===== src/rtl/mem_arbiter.sv =====
`default_nettype none
// ============================================================================
// Module      : mem_arbiter
// Description : Two-requester arbiter sharing one memory port between the
//               instruction fetch and data (load/store) paths. Data
//               normally wins a conflict. A pending fetch that has lost
//               STARVE_LIMIT times in a row wins the next conflict.
//               Read data is captured on the grant edge. The requester's
//               rvalid pulses for the following cycle.
// Options     : MEM_ARBITER_ALIGN_CHECK_EN - when defined, misaligned data
//               accesses are not issued to memory. They complete one cycle
//               later with o_d_err=1 and o_d_rdata=0.
// Ports       : clk, rst            - clock, async active-high reset
//               i_if_*/o_if_*       - fetch request / grant / response
//               i_d_*/o_d_*         - data request / grant / response
//               o_m_*/i_m_rdata     - shared memory port
//               o_d_err             - misaligned access flag (option only)
// Revision    : 1.0 - initial release
// ============================================================================
module mem_arbiter #(
  parameter int STARVE_LIMIT = 4
) (
  input  logic        clk,
  input  logic        rst,
  input  logic        i_if_req,
  input  logic [31:0] i_if_addr,
  output logic        o_if_gnt,
  output logic        o_if_rvalid,
  output logic [31:0] o_if_rdata,
  input  logic        i_d_req,
  input  logic        i_d_we,
  input  logic [31:0] i_d_addr,
  input  logic [31:0] i_d_wdata,
  input  logic [2:0]  i_d_funct3,
  output logic        o_d_gnt,
  output logic        o_d_rvalid,
  output logic [31:0] o_d_rdata,
  output logic [31:0] o_m_addr,
  output logic [31:0] o_m_wdata,
  output logic [2:0]  o_m_funct3,
  output logic        o_m_we,
  output logic        o_m_re,
  input  logic [31:0] i_m_rdata
`ifdef MEM_ARBITER_ALIGN_CHECK_EN
  ,
  output logic        o_d_err
`endif
);

  localparam logic [3:0] c_starve_lim = 4'(STARVE_LIMIT);

  logic [3:0]  r_starve_cnt;
  logic [3:0]  w_starve_nxt;
  logic        w_starved;
  logic        w_if_gnt;
  logic        w_d_gnt;
  logic        w_d_misaligned;
  logic        w_d_issue;
  logic        r_if_rvalid;
  logic [31:0] r_if_rdata;
  logic        r_d_rvalid;
  logic [31:0] r_d_rdata;

  // Width code low bits: 00 byte, 01 half, 10 word.
`ifdef MEM_ARBITER_ALIGN_CHECK_EN
  logic r_d_err;
  assign w_d_misaligned = ((i_d_funct3[1:0] == 2'b01) && i_d_addr[0]) ||
                          ((i_d_funct3[1:0] == 2'b10) && (i_d_addr[1:0] != 2'b00));
  assign o_d_err        = r_d_err;
`else
  assign w_d_misaligned = 1'b0;
`endif

  assign w_starved = (r_starve_cnt >= c_starve_lim);

  // Grants are gated by rst so nothing is issued while reset is held,
  // including a grant already visible when reset rises mid-cycle.
  assign w_if_gnt  = !rst && i_if_req && (!i_d_req || w_starved);
  assign w_d_gnt   = !rst && i_d_req && !w_if_gnt;
  assign w_d_issue = w_d_gnt && !w_d_misaligned;

  // The counter tracks consecutive losses of a still-pending fetch.
  always_comb begin
    w_starve_nxt = r_starve_cnt;
    if (!i_if_req || w_if_gnt) begin
      w_starve_nxt = 4'd0;
    end else if (w_d_gnt && !w_starved) begin
      w_starve_nxt = r_starve_cnt + 4'd1;
    end
  end

  always_comb begin
    o_m_addr   = 32'd0;
    o_m_wdata  = 32'd0;
    o_m_funct3 = 3'd0;
    o_m_we     = 1'b0;
    o_m_re     = 1'b0;
    if (w_if_gnt) begin
      o_m_addr   = i_if_addr;
      o_m_funct3 = 3'h2;
      o_m_re     = 1'b1;
    end else if (w_d_gnt) begin
      o_m_addr   = i_d_addr;
      o_m_wdata  = i_d_wdata;
      o_m_funct3 = i_d_funct3;
      o_m_we     = w_d_issue && i_d_we;
      o_m_re     = w_d_issue && !i_d_we;
    end
  end

  always_ff @(posedge clk or posedge rst) begin
    if (rst) begin
      r_starve_cnt <= 4'd0;
      r_if_rvalid  <= 1'b0;
      r_if_rdata   <= 32'd0;
      r_d_rvalid   <= 1'b0;
      r_d_rdata    <= 32'd0;
`ifdef MEM_ARBITER_ALIGN_CHECK_EN
      r_d_err      <= 1'b0;
`endif
    end else begin
      r_starve_cnt <= w_starve_nxt;
      r_if_rvalid  <= w_if_gnt;
      r_d_rvalid   <= w_d_gnt;
      if (w_if_gnt) begin
        r_if_rdata <= i_m_rdata;
      end
      // Stores and rejected accesses complete with zero data.
      if (w_d_gnt) begin
        r_d_rdata <= (w_d_issue && !i_d_we) ? i_m_rdata : 32'd0;
      end
`ifdef MEM_ARBITER_ALIGN_CHECK_EN
      r_d_err      <= w_d_gnt && w_d_misaligned;
`endif
    end
  end

  assign o_if_gnt    = w_if_gnt;
  assign o_d_gnt     = w_d_gnt;
  assign o_if_rvalid = r_if_rvalid;
  assign o_if_rdata  = r_if_rdata;
  assign o_d_rvalid  = r_d_rvalid;
  assign o_d_rdata   = r_d_rdata;

endmodule
`default_nettype wire


===== config.mk =====
export PLATFORM = sky130hd
export DESIGN_NAME = mem_arbiter
export DESIGN_NICKNAME = d
export VERILOG_FILES = /design/src/rtl/mem_arbiter.sv
export SDC_FILE = /design/constraint.sdc
export NUM_CORES = 1
export LEC_CHECK = 0
export CAP_MARGIN = 25
export CORE_ASPECT_RATIO = 0.6
export CORE_MARGIN = 2
export CORE_UTILIZATION = 33
export DETAILED_ROUTE_END_ITERATION = 7
export PLACE_DENSITY = 0.87
export SLEW_MARGIN = 10
export SYNTH_ARGS = -nofsm -noshare
export SYNTH_HDL_FRONTEND = slang
export SYNTH_SLANG_ARGS = --single-unit
export TNS_END_PERCENT = 5

===== constraint.sdc =====
create_clock -name clk -period 4.63 [get_ports clk]
set_input_delay 0.926 -clock clk [delete_from_list [all_inputs] [get_ports clk]]
set_output_delay 0.926 -clock clk [all_outputs]
set_load 0.02 [all_outputs]

# After elaboration in Yosys (flattened, before gate mapping)
# Cells that the tools add are included.
[totals]
ff_bits = 70
latchBits = 0
ramBits = 0
mem_bits_ro = 0
out_inout_bits = 137
elab_cells = 36
mem_count = 0
[classes]
n_addsub = 1
mul = 0
div = 0
n_lt_le_gt_ge = 1
eq_ne = 0
shift = 0
n_mux = 13
bitwise_logic = 0
reduce_logical = 16
[ops]
columns = ["op", "count"]
rows = [
  ["2-to-1 mux 32 bit", 5],
  ["2-to-1 mux 4 bit", 2],
  ["logical AND 1 bit", 7],
  ["logical NOT 1 bit", 6],
  ["2-to-1 mux 3 bit", 2],
  ["adder 4 x 1 -> 4 bit, second input constant", 1],
  [">= comparator 4 x 3 -> 1 bit, second input constant", 1],
  ["2-to-1 mux 1 bit", 4],
  ["logical OR 1 bit", 2],
  ["nonzero test 2 bit", 1],
]

# Depth between registers and ports, before layout
[logic_depth]
depth_word = 8
ltp_mapped = 7
ltp_nobuf = 4

# Worst setup path before layout
# No wires, ideal clock.
[synth_path]
path_type = "in2out"
startpoint = "input port rst"
endpoint = "output port o_m_addr[24]"
arrival_ps = 3588
slack_ps = 116
cell_stages = 6
n_path_buf = 3
path_cell_list = "inv_1 > and3_1 > clkbuf_1 > buf_4 > buf_2 > a22o_1"
[synth_between]
elab_chain_cells = 7
word_cells_on_any_way = 8
cone_classes = "mux: 2; reduce/logical: 6"
[synth_lines]
columns = ["item", "line", "rtl"]
rows = [
  ["start: declaration", "24", "input logic rst,"],
  ["logical NOT 1 bit (no source line) *", "n/a", ""],
  ["logical AND 1 bit * (2 in series)", "78", "assign w_if_gnt = !rst && i_if_req && (!i_d_req || w_starved);"],
  ["via o_if_gnt", "27", "output logic o_if_gnt,"],
  ["logical NOT 1 bit", "79", "assign w_d_gnt = !rst && i_d_req && !w_if_gnt;"],
  ["logical AND 1 bit", "79", ""],
  ["2-to-1 mux 32 bit", "102", "end else if (w_d_gnt) begin"],
  ["2-to-1 mux 32 bit *", "98", "if (w_if_gnt) begin"],
  ["end: declaration", "38", "output logic [31:0] o_m_addr,"],
]
# The timed path passes the listed nets; every way through them passes the cells marked *.

# Worst setup path in the final report
[layout_path]
startpoint = "input port i_d_req"
endpoint = "output port o_m_addr[26]"
[layout_between]
elab_chain_cells = 7
word_cells_on_any_way = 8
cone_classes = "mux: 2; reduce/logical: 6"
[layout_lines]
columns = ["item", "line", "rtl"]
rows = [
  ["start: declaration", "30", "input logic i_d_req,"],
  ["logical NOT 1 bit", "78", ""],
  ["logical OR 1 bit", "78", ""],
  ["logical AND 1 bit", "78", ""],
  ["logical NOT 1 bit", "79", ""],
  ["logical AND 1 bit", "79", ""],
  ["2-to-1 mux 32 bit", "102", ""],
  ["2-to-1 mux 32 bit *", "98", ""],
]
# Every way passes the cells marked *; elsewhere a longest branch is shown, timed or not.

==> metrics.txt <==
# TYPE chip_impl_metric gauge
chip_impl_info{name="synthTopCellsByArea",value="dfrtp_1 52%, mux2_2 11%, o21ai_0 9.8%"} 1
chip_impl_metric{name="cts_sinks",unit=""} 70
chip_impl_metric{name="max_transition_viols_final",unit=""} 0
chip_impl_metric{name="totalWireLength",unit="mm"} 13.6
chip_impl_metric{name="chipHeight",unit="um"} 82.5
chip_impl_info{name="critical_path.top_delay_family",value="buffers and inverters"} 1
chip_impl_metric{name="post_synth_mux_area_share",unit="%"} 10.6
chip_impl_metric{name="number_of_global_route_vias_before_repair",unit=""} 3512
chip_impl_metric{name="final_antenna_net_count",unit=""} 0
chip_impl_metric{name="synth_async_sr_flop_share",unit="%"} 100
chip_impl_metric{name="rrSetupSlack",unit="ps"} 2310
chip_impl_metric{name="timing.slew.headroom",unit="%"} 39.3
chip_impl_info{name="dominantRegCellSynth",value="dfrtp_1"} 1
chip_impl_metric{name="ys_seq_elements",unit=""} 70
chip_impl_metric{name="syn_avg_cell_area",unit="um2"} 10.8
chip_impl_metric{name="r2r_cells",unit=""} 4
chip_impl_info{name="crit-reg2reg-capture",value="o_if_rdata[30]"} 1
chip_impl_metric{name="fin_setup_tns",unit="ps"} 0
chip_impl_metric{name="max_clock_freq",unit="GHz"} 0.231
chip_impl_metric{name="coreArea",unit="um2"} 9910
chip_impl_metric{name="rows",unit=""} 28
chip_impl_metric{name="period_utilization",unit="%"} 93.4
chip_impl_metric{name="path_depth",unit=""} 5
chip_impl_metric{name="powerDensity",unit="nW/um2"} 329
chip_impl_metric{name="combinationalPowerShare",unit="%"} 31.4
chip_impl_metric{name="dp_hpwl",unit="mm"} 10.3
chip_impl_info{name="hold_path_class",value="register to register"} 1
chip_impl_metric{name="post_synthesis_share_of_cell_area_spent_on_full_adders_half_adders_and_majority_gates",unit="%"} 0.369
chip_impl_metric{name="drt-initial-drc-count",unit=""} 195
chip_impl_metric{name="netlist_area",unit="um2"} 3390
chip_impl_metric{name="initial_core_util",unit="%"} 34.2
chip_impl_metric{name="period_needed",unit="ps"} 4320
chip_impl_metric{name="dr.pass1.iters",unit=""} 4
chip_impl_metric{name="synth_compound_gate_area_share",unit="%"} 19.1
chip_impl_metric{name="synth_largest_type_area_fraction",unit="%"} 51.7
chip_impl_metric{name="p_switching",unit="uW"} 599
chip_impl_metric{name="clk_path_buf_depth",unit=""} 2
chip_impl_metric{name="die-width",unit="um"} 135
chip_impl_metric{name="numPortBuffers",unit=""} 272
chip_impl_metric{name="synth_cell_type_count",unit=""} 24
chip_impl_metric{name="post_cts.resized_instances",unit=""} 0
chip_impl_metric{name="grt_use_total",unit="%"} 23.6
chip_impl_metric{name="grt_first_pass_wirelength",unit="mm"} 19.8
chip_impl_metric{name="critical_path.max_fanout",unit=""} 48
chip_impl_metric{name="yosys.area_share.simple",unit="%"} 14.1
chip_impl_info{name="yosys-top-cells-count",value="70 x dfrtp_1, 66 x o21ai_0, 35 x and2_1"} 1
chip_impl_info{name="unrepaired_setup_endpoints_after_global_routing",value="false"} 1
chip_impl_metric{name="wl_per_cell",unit="um"} 19.0
chip_impl_info{name="netlist.top_cell.by_area",value="dfrtp_1"} 1
chip_impl_metric{name="share_of_final_layout_standard_cells_stronger_than_drive_strength_1",unit="%"} 9.83
chip_impl_metric{name="detail_route.vias_per_cell",unit=""} 4.87
chip_impl_metric{name="cts_setup_buffers",unit=""} 0
chip_impl_metric{name="worst-endpoint-arrival",unit="ps"} 3400
chip_impl_info{name="worst-setup-path-type",value="primary input to output pin"} 1
chip_impl_metric{name="overflow",unit=""} 0
chip_impl_info{name="clock-root-buffer",value="clkbuf_16"} 1
chip_impl_metric{name="pin_count",unit=""} 273
chip_impl_metric{name="setup_violations",unit=""} 0
chip_impl_metric{name="syn_to_final_growth",unit="%"} 92.9
chip_impl_metric{name="cts_inserted_buffers",unit=""} 9
chip_impl_metric{name="power.share.clock",unit="%"} 34.1
chip_impl_metric{name="max-cap-violations",unit=""} 0
chip_impl_metric{name="postLayoutCoreUtil",unit="%"} 65.9
chip_impl_metric{name="grt_max_degree",unit=""} 73
chip_impl_metric{name="number_of_enable_type_register_cells_in_the_synthesized_netlist",unit=""} 0
chip_impl_info{name="crit_path_end_kind",value="output pin"} 1
chip_impl_metric{name="ir_worst_vdd",unit="V"} 0.000214
chip_impl_metric{name="post-route-drc-count",unit=""} 0
chip_impl_metric{name="antenna_found_initial",unit=""} 0
chip_impl_metric{name="fp.dieArea",unit="um2"} 11100
chip_impl_metric{name="timing.clock.skew",unit="ps"} 4.34
chip_impl_info{name="critical_path.most_common_cell",value="clkdlybuf4s50_1"} 1
chip_impl_info{name="critical_path.reg2reg.startpoint",value="r_starve_cnt[2]"} 1
chip_impl_metric{name="tightest_slew",unit="ps"} 911
chip_impl_metric{name="cp_slowest_stage_delay",unit="ps"} 810
chip_impl_metric{name="synth_cells",unit=""} 313
chip_impl_metric{name="critical_path_required",unit="ps"} 3700
chip_impl_metric{name="timing.final.hold_violations",unit=""} 0
chip_impl_info{name="cp-start-kind",value="primary input"} 1
chip_impl_metric{name="syn_nets",unit=""} 450
chip_impl_metric{name="placer_congestion_estimate",unit=""} 0.784
chip_impl_metric{name="nets",unit=""} 712
chip_impl_metric{name="hold_buffers",unit=""} 0
chip_impl_metric{name="cp_num_buf_inv",unit=""} 2
chip_impl_metric{name="routed-via-count",unit=""} 3485
chip_impl_metric{name="power_leakage",unit="uW"} 0.00264
chip_impl_info{name="worst_path_max_delay_cell",value="and3_2"} 1
chip_impl_info{name="cts_tree",value="built"} 1
chip_impl_metric{name="antenna_diode_count",unit=""} 0
chip_impl_info{name="synth_most_common_cell",value="dfrtp_1"} 1
chip_impl_info{name="synth_top_family_by_area",value="compound AO/OA/AOI/OAI gates"} 1
chip_impl_metric{name="share_seq_of_total_power",unit="%"} 34.5
chip_impl_info{name="crit_path_cell_trace",value="clkdlybuf4s50_1 > or3b_1 > and3_2 > a22o_1 > clkdlybuf4s50_1"} 1
chip_impl_metric{name="clock_tree.htree_level_count",unit=""} 3
chip_impl_metric{name="synthesis.yosys.warnings",unit=""} 0
chip_impl_info{name="worst_setup_path_endpoint",value="o_m_addr[26]"} 1
chip_impl_metric{name="synth.yosys.seq_area_share",unit="%"} 51.7
chip_impl_metric{name="sw_frac_of_total",unit="%"} 27.9
chip_impl_info{name="status",value="completed"} 1
chip_impl_info{name="timing.critical_path.from",value="i_d_req"} 1
chip_impl_metric{name="clk_transition_reported_paths",unit="ps"} 50
chip_impl_metric{name="yosys.area_share.xor_xnor",unit="%"} 0
chip_impl_metric{name="p_int",unit="uW"} 1550
chip_impl_metric{name="clock_latency",unit="ps"} 330
[worst register-to-register path, delay by kind of cell (launching register included)]
family | cells | cell delay, ps
buf+inv | 1 | 470
flops | 1 | 360
mux | 1 | 400
simple gates | 2 | 980
[metal layers]
metal  part of all wire (%)  vias to the layer above  global-route usage [%]
li1                       -                     1626                       -
met2                     49                      142                    37.3
met3                    8.4                       13                    9.46
met1                     42                     1704                    31.2
met4                   0.73                        0                    4.21
met5                      0                        -                       0
[placed cells by master, fill, tap and decap left out, types with 2 or more instances in the layout]
cell type / synthesis / final
a22o_1: 32 / 32
dfrtp_1: 70 / 70
and2_1: 35 / 35
clkdlybuf4s50_1: 0 / 272
bufinv_16: 0 / 2
clkbuf_1: 17 / 3
nand3_1: 2 / 2
mux2_2: 32 / 32
o21ai_0: 66 / 66
inv_2: 1 / 2
nand2b_1: 33 / 33
buf_4: 4 / 6
clkbuf_16: 0 / 9
[registers in the layout (all words and copies together), names as in the netlist]
signal / count
r_starve_cnt: 4
o_d_rdata: 32
o_if_rvalid: 1
o_d_rvalid: 1
o_if_rdata: 32
[final cells by class]
| cell class | count | area [um2] |
|---|---|---|
| Sequential cell | 70 | 1750 |
| Clock buffer | 13 | 250 |
| Inverter | 2 | 7.51 |
| Timing Repair Buffer | 279 | 2790 |
| Tap cell | 135 | 169 |
| Fill cell | 766 | 3380 |
| Clock inverter | 3 | 67.6 |
| Multi-Input combinational cell | 213 | 1500 |
[through the flow]
step | instance area, um2 | cells | power (uW) | setup slack (ps) | hold WS [ps]
2_1_floorplan | 3390 | 313 | 1030 | 116 | 472
3_3_place_gp | 6220 | 699 | 1410 | 398 | 489
3_5_place_dp | 6220 | 699 | 1420 | 307 | 495
4_1_cts | 6530 | 715 | 2170 | 304 | 506
5_1_grt | 6530 | 715 | 2250 | 181 | 519
6_report | 6530 | 715 | 2150 | 308 | 503
[logic make-up (layout without fill, tap and decap cells)]
logic type                 after synthesis  count (layout)
AOI/OAI and AO/OA                      103             103
and+or+nand+nor                         77              77
DFF                                     70              70
muxes                                   32              32
buffers and inverters                   30             297
adders and majority gates                1               1
[how the worst min path moves through the flow]
| stage | start | end | slack [ps] | cells after the start |
|---|---|---|---|---|
| global route | o_if_rdata[22] | o_if_rdata[22] | 520 | 1 |
| finish | o_if_rdata[11] | o_if_rdata[11] | 500 | 1 |
| global placement | o_d_rdata[31] | o_d_rdata[31] | 490 | 2 |
| floorplan | r_starve_cnt[1] | r_starve_cnt[1] | 470 | 2 |
| detailed placement | o_if_rdata[17] | o_if_rdata[17] | 490 | 1 |
| CTS | o_if_rdata[11] | o_if_rdata[11] | 510 | 1 |
[power groups by stage]
stage	Clock [uW]	Combinational (uW)	Sequential, uW
after floorplan	0	177	849
after global placement	0	665	744
after detailed placement	0	674	750
after CTS	745	679	742
after global routing	784	712	752
final	734	675	742
No activity file was read; power rests on OpenSTA's default activity.
==> edit 1, RTL diff (same settings) <==
Add a define of `MEM_ARBITER_ALIGN_CHECK_EN`.
--- a/src/rtl/mem_arbiter.sv
+++ b/src/rtl/mem_arbiter.sv
@@ -17,6 +17,8 @@
 //               o_d_err             - misaligned access flag (option only)
 // Revision    : 1.0 - initial release
 // ============================================================================
+`define MEM_ARBITER_ALIGN_CHECK_EN
+
 module mem_arbiter #(
   parameter int STARVE_LIMIT = 4
 ) (
Function (old outputs only; new: o_d_err): changed (Yosys sat finds a counterexample within 4 cycles, from zero or initial values and one cycle with rst high).
==> edit 1 against the unedited design <==
Synthesized area rose by 1.8%. Count of clock-buffer cells in the layout down 4. Design area up 0.46%. Final cell count is 3.4% lower. Fmax up 3.4%. Wire length grew 2.6%. Setup slack better by 0.14 ns. Die area increased by 1.7%. Sequential cell count grew 1. Power decreased by 0.34%. Critical path type unchanged. Highest routed layer unchanged.
==> edit 1: results (changes against the unedited design) <==
metric;value;unit;change
status;completed;;
grt_start_max_net_pins;68;;-6.8%
first_global_vias;3722;;+6.0%
gr-usage-met2;38.8;%;+1.5 points
cp_slowest_stage_delay;0.63;ns;-0.18 ns
max-vdd-ir-drop;224;uV;+4.5%
grt_use_met3;8.91;%;-0.55 points
nets;689;;-3.2%
worst_ep_arrival_time;3.25;ns;-0.15 ns
routed-via-count;3588;;+3.0%
synth-compound-area-share;17.9;%;-1.2 points
gp_routability_congestion;0.980;;+25%
grt_pass1_wl;21.5;mm;+8.7%
portbufs;273;;+0.37%
cellLeakagePower;2.74;nW;+3.7%
viasPerCell;5.19;;+6.5%
nFillCells;760;;-0.78%
path_clk_slew;0.06;ns;
worstPathMaxFanout;31;;-35%
met3WireLength;1.23;mm;+7.4%
whs;0.485;ns;-0.0178 ns
period_share;90.3;%;-3.1 points
mean_post_synth_cell_area;11.8;um^2;+9.5%
holdCritPathClass;reg -> reg;;
drt_first_iter_violations;193;;-1.0%
met2WireLength;6.55;mm;-1.1%
detailed_place.area;6250;um^2;+0.58%
setup.reg_to_reg.worst_slack;2.59;ns;+0.28 ns
routed_wl;14.0;mm;+2.6%
synth_mux_area_share;10.5;%;-0.19 points
tightestPinTransition;0.721;ns;-0.190 ns
flow.area_growth_from_synthesis;90.4;%;
global_route.usage.total;24.5;%;+0.93 points
yosys-top-cells-count;sky130_fd_sc_hd__dfrtp_1, sky130_fd_sc_hd__and3_1, sky130_fd_sc_hd__nand3_1;;
postSynthNetCount;428;;-4.9%
critical_path.slowest_cell;sky130_fd_sc_hd__clkdlybuf4s50_1;;
synthesized_area_fraction_occupied_by_adder_cells;0.363;%;-0.0064 points
detail_route.wirelength.met1;5.97;mm;+4.3%
[edit 1: path summary, 6_finish.rpt]
check                      cells past startpoint             end       startpoint
max reg2reg                                    5  o_if_rdata[11]  r_starve_cnt[2]
max in group asynchronous                      3   o_d_rdata[26]              rst
min                                            1   o_if_rdata[2]    o_if_rdata[2]
min reg2reg                                    1   o_if_rdata[2]    o_if_rdata[2]
max                                            5    o_m_addr[20]              rst
min in group asynchronous                      2   o_d_rdata[29]              rst
[edit 1: cell type report]
cell class / count / share of cell area, %
clock buffer: 9 / 3.43
clock inverter: 6 / 1.32
inverter: 2 / 0.114
multi-input combinational: 187 / 22.8
sequential: 71 / 27.1
tap: 135 / 2.57
timing repair buffer: 281 / 42.7
[edit 1: power by group]
part / switching (mW) / leakage (nW) / internal, mW
Combinational: 0.309 / 1.69 / 0.369
Clock: 0.252 / 0.151 / 0.467
Sequential: 0.0440 / 0.902 / 0.702
==> edit 2, RTL diff (config.mk and constraints unchanged) <==
Without the edit above. Make the reset (`rst`) synchronous in one clocked block. Comments in the files are not updated.
--- a/src/rtl/mem_arbiter.sv
+++ b/src/rtl/mem_arbiter.sv
@@ -108,7 +108,7 @@
     end
   end
 
-  always_ff @(posedge clk or posedge rst) begin
+  always_ff @(posedge clk) begin
     if (rst) begin
       r_starve_cnt <= 4'd0;
       r_if_rvalid  <= 1'b0;
Function: differs if rst is asserted again (counterexample within 4 cycles, from zero or initial values and one cycle with rst high); with rst held inactive, the same outputs for 10 cycles.
==> edit 2 against the unedited design <==
Synthesized area shrank 1.7%. Sequential cell count stayed put. Register-to-register slack improved by 0.32 ns. Wire length shrank 0.96%. Setup slack better by 0.29 ns. Clock power decreased by 16%. Power decreased by 19%. Largest power group unchanged. Largest cell class unchanged. Design area fell by 2.4%. Synthesized cell count up 13%.
==> edit 2: results (changes against the unedited design) <==
metric;value;unit;change
timing.rr.end;o_d_rdata[22];;
nFillCells;792;;+3.4%
syn-instance-count;355;;+13%
pwr-share-comb;27.1;%;-4.3 points
final_layout_size_suffix_gt1_share;8.97;%;-0.86 points
slew_headroom;60.1;%;+21 points
gr-usage-met2;38.0;%;+0.78 points
met2WireLength;6.49;mm;-2.1%
met3WireLength;829;um;-27%
first_global_vias;3635;;+3.5%
timing.rr.start;r_starve_cnt[3];;
status;completed;;
grt_start_max_net_pins;65;;-11%
routed_length_per_instance;18.0;um;-5.3%
worst_ep_arrival_time;3.11;ns;-0.29 ns
viasPerCell;4.95;;+1.6%
dp_cells;732;;+4.7%
postSynthNetCount;492;;+9.3%
power.clock.fraction;35.4;%;+1.3 points
min_delay_endpoint;r_starve_cnt[0];;
detail_route.wirelength.met1;6.04;mm;+5.4%
switching_power_total;0.484;mW;-19%
ys_top_cells_by_area;sky130_fd_sc_hd__dfxtp_1, sky130_fd_sc_hd__mux2_2, sky130_fd_sc_hd__a22o_1, sky130_fd_sc_hd__and3_1, sky130_fd_sc_hd__nand2b_1;;
worstPathMaxFanout;40;;-17%
timing.clock.skew;0.00351;ns;-0.000830 ns
global_route.usage.total;23.4;%;-0.18 points
critical_path.slowest_cell;sky130_fd_sc_hd__clkdlybuf4s50_1;;
cellLeakagePower;2.50;nW;-5.6%
grt_pass1_wl;19.7;mm;-0.24%
routed_wl;13.5;mm;-0.96%
globalRouteMet1Util;30.8;%;-0.44 points
cp_slowest_stage_delay;0.61;ns;-0.20 ns
hold_path_startpoint;r_starve_cnt[0];;
max-vdd-ir-drop;210;uV;-1.9%
synth_seq_area_share;42.1;%;-9.6 points
netlist-cell-type-count;26;;+8.3%
yosys-top-cells-count;sky130_fd_sc_hd__dfxtp_1, sky130_fd_sc_hd__and3_1, sky130_fd_sc_hd__nand2b_1, sky130_fd_sc_hd__nor2b_1;;
setup.reg_to_reg.worst_slack;2.63;ns;+0.32 ns
power.internal;1.26;mW;-19%
setup.worst_path.start;i_if_req;;
detailed_placement_wirelength_estimate;9.92;mm;-3.2%
==> edit 2: area by class of cell <==
class / count / area [um^2] / area share, %
Timing Repair Buffer: 281 / 2790 / 43.7
Clock inverter: 6 / 38.8 / 0.608
Inverter: 3 / 11.3 / 0.177
Sequential cell: 70 / 1400 / 22.0
Tap cell: 135 / 169 / 2.65
Clock buffer: 10 / 229 / 3.59
Multi-Input combinational cell: 243 / 1740 / 27.3
==> edit 2: logic make-up (layout without fill, tap and decap cells) <==
kind of cell             after synthesis  count (layout)  synth area share, %
AO/OA/AOI/OAI                         69              69                 14.2
multiplexers                          32              32                 10.8
other                                  1               1                0.113
flip-flops                            70              70                 42.1
adder cells (fa/ha/maj)                1               1                0.376
AND/OR/NAND/NOR                      140             140                 26.1
buffers and inverters                 42             300                 6.28
==> edit 2: per-stage QoR <==
stage	setup slack, ns	area (um^2)
6_report	0.593	6380
3_5_place_dp	0.635	6110
2_1_floorplan	1.75	3330
5_1_grt	0.536	6380
4_1_cts	0.613	6380
3_3_place_gp	0.675	6110
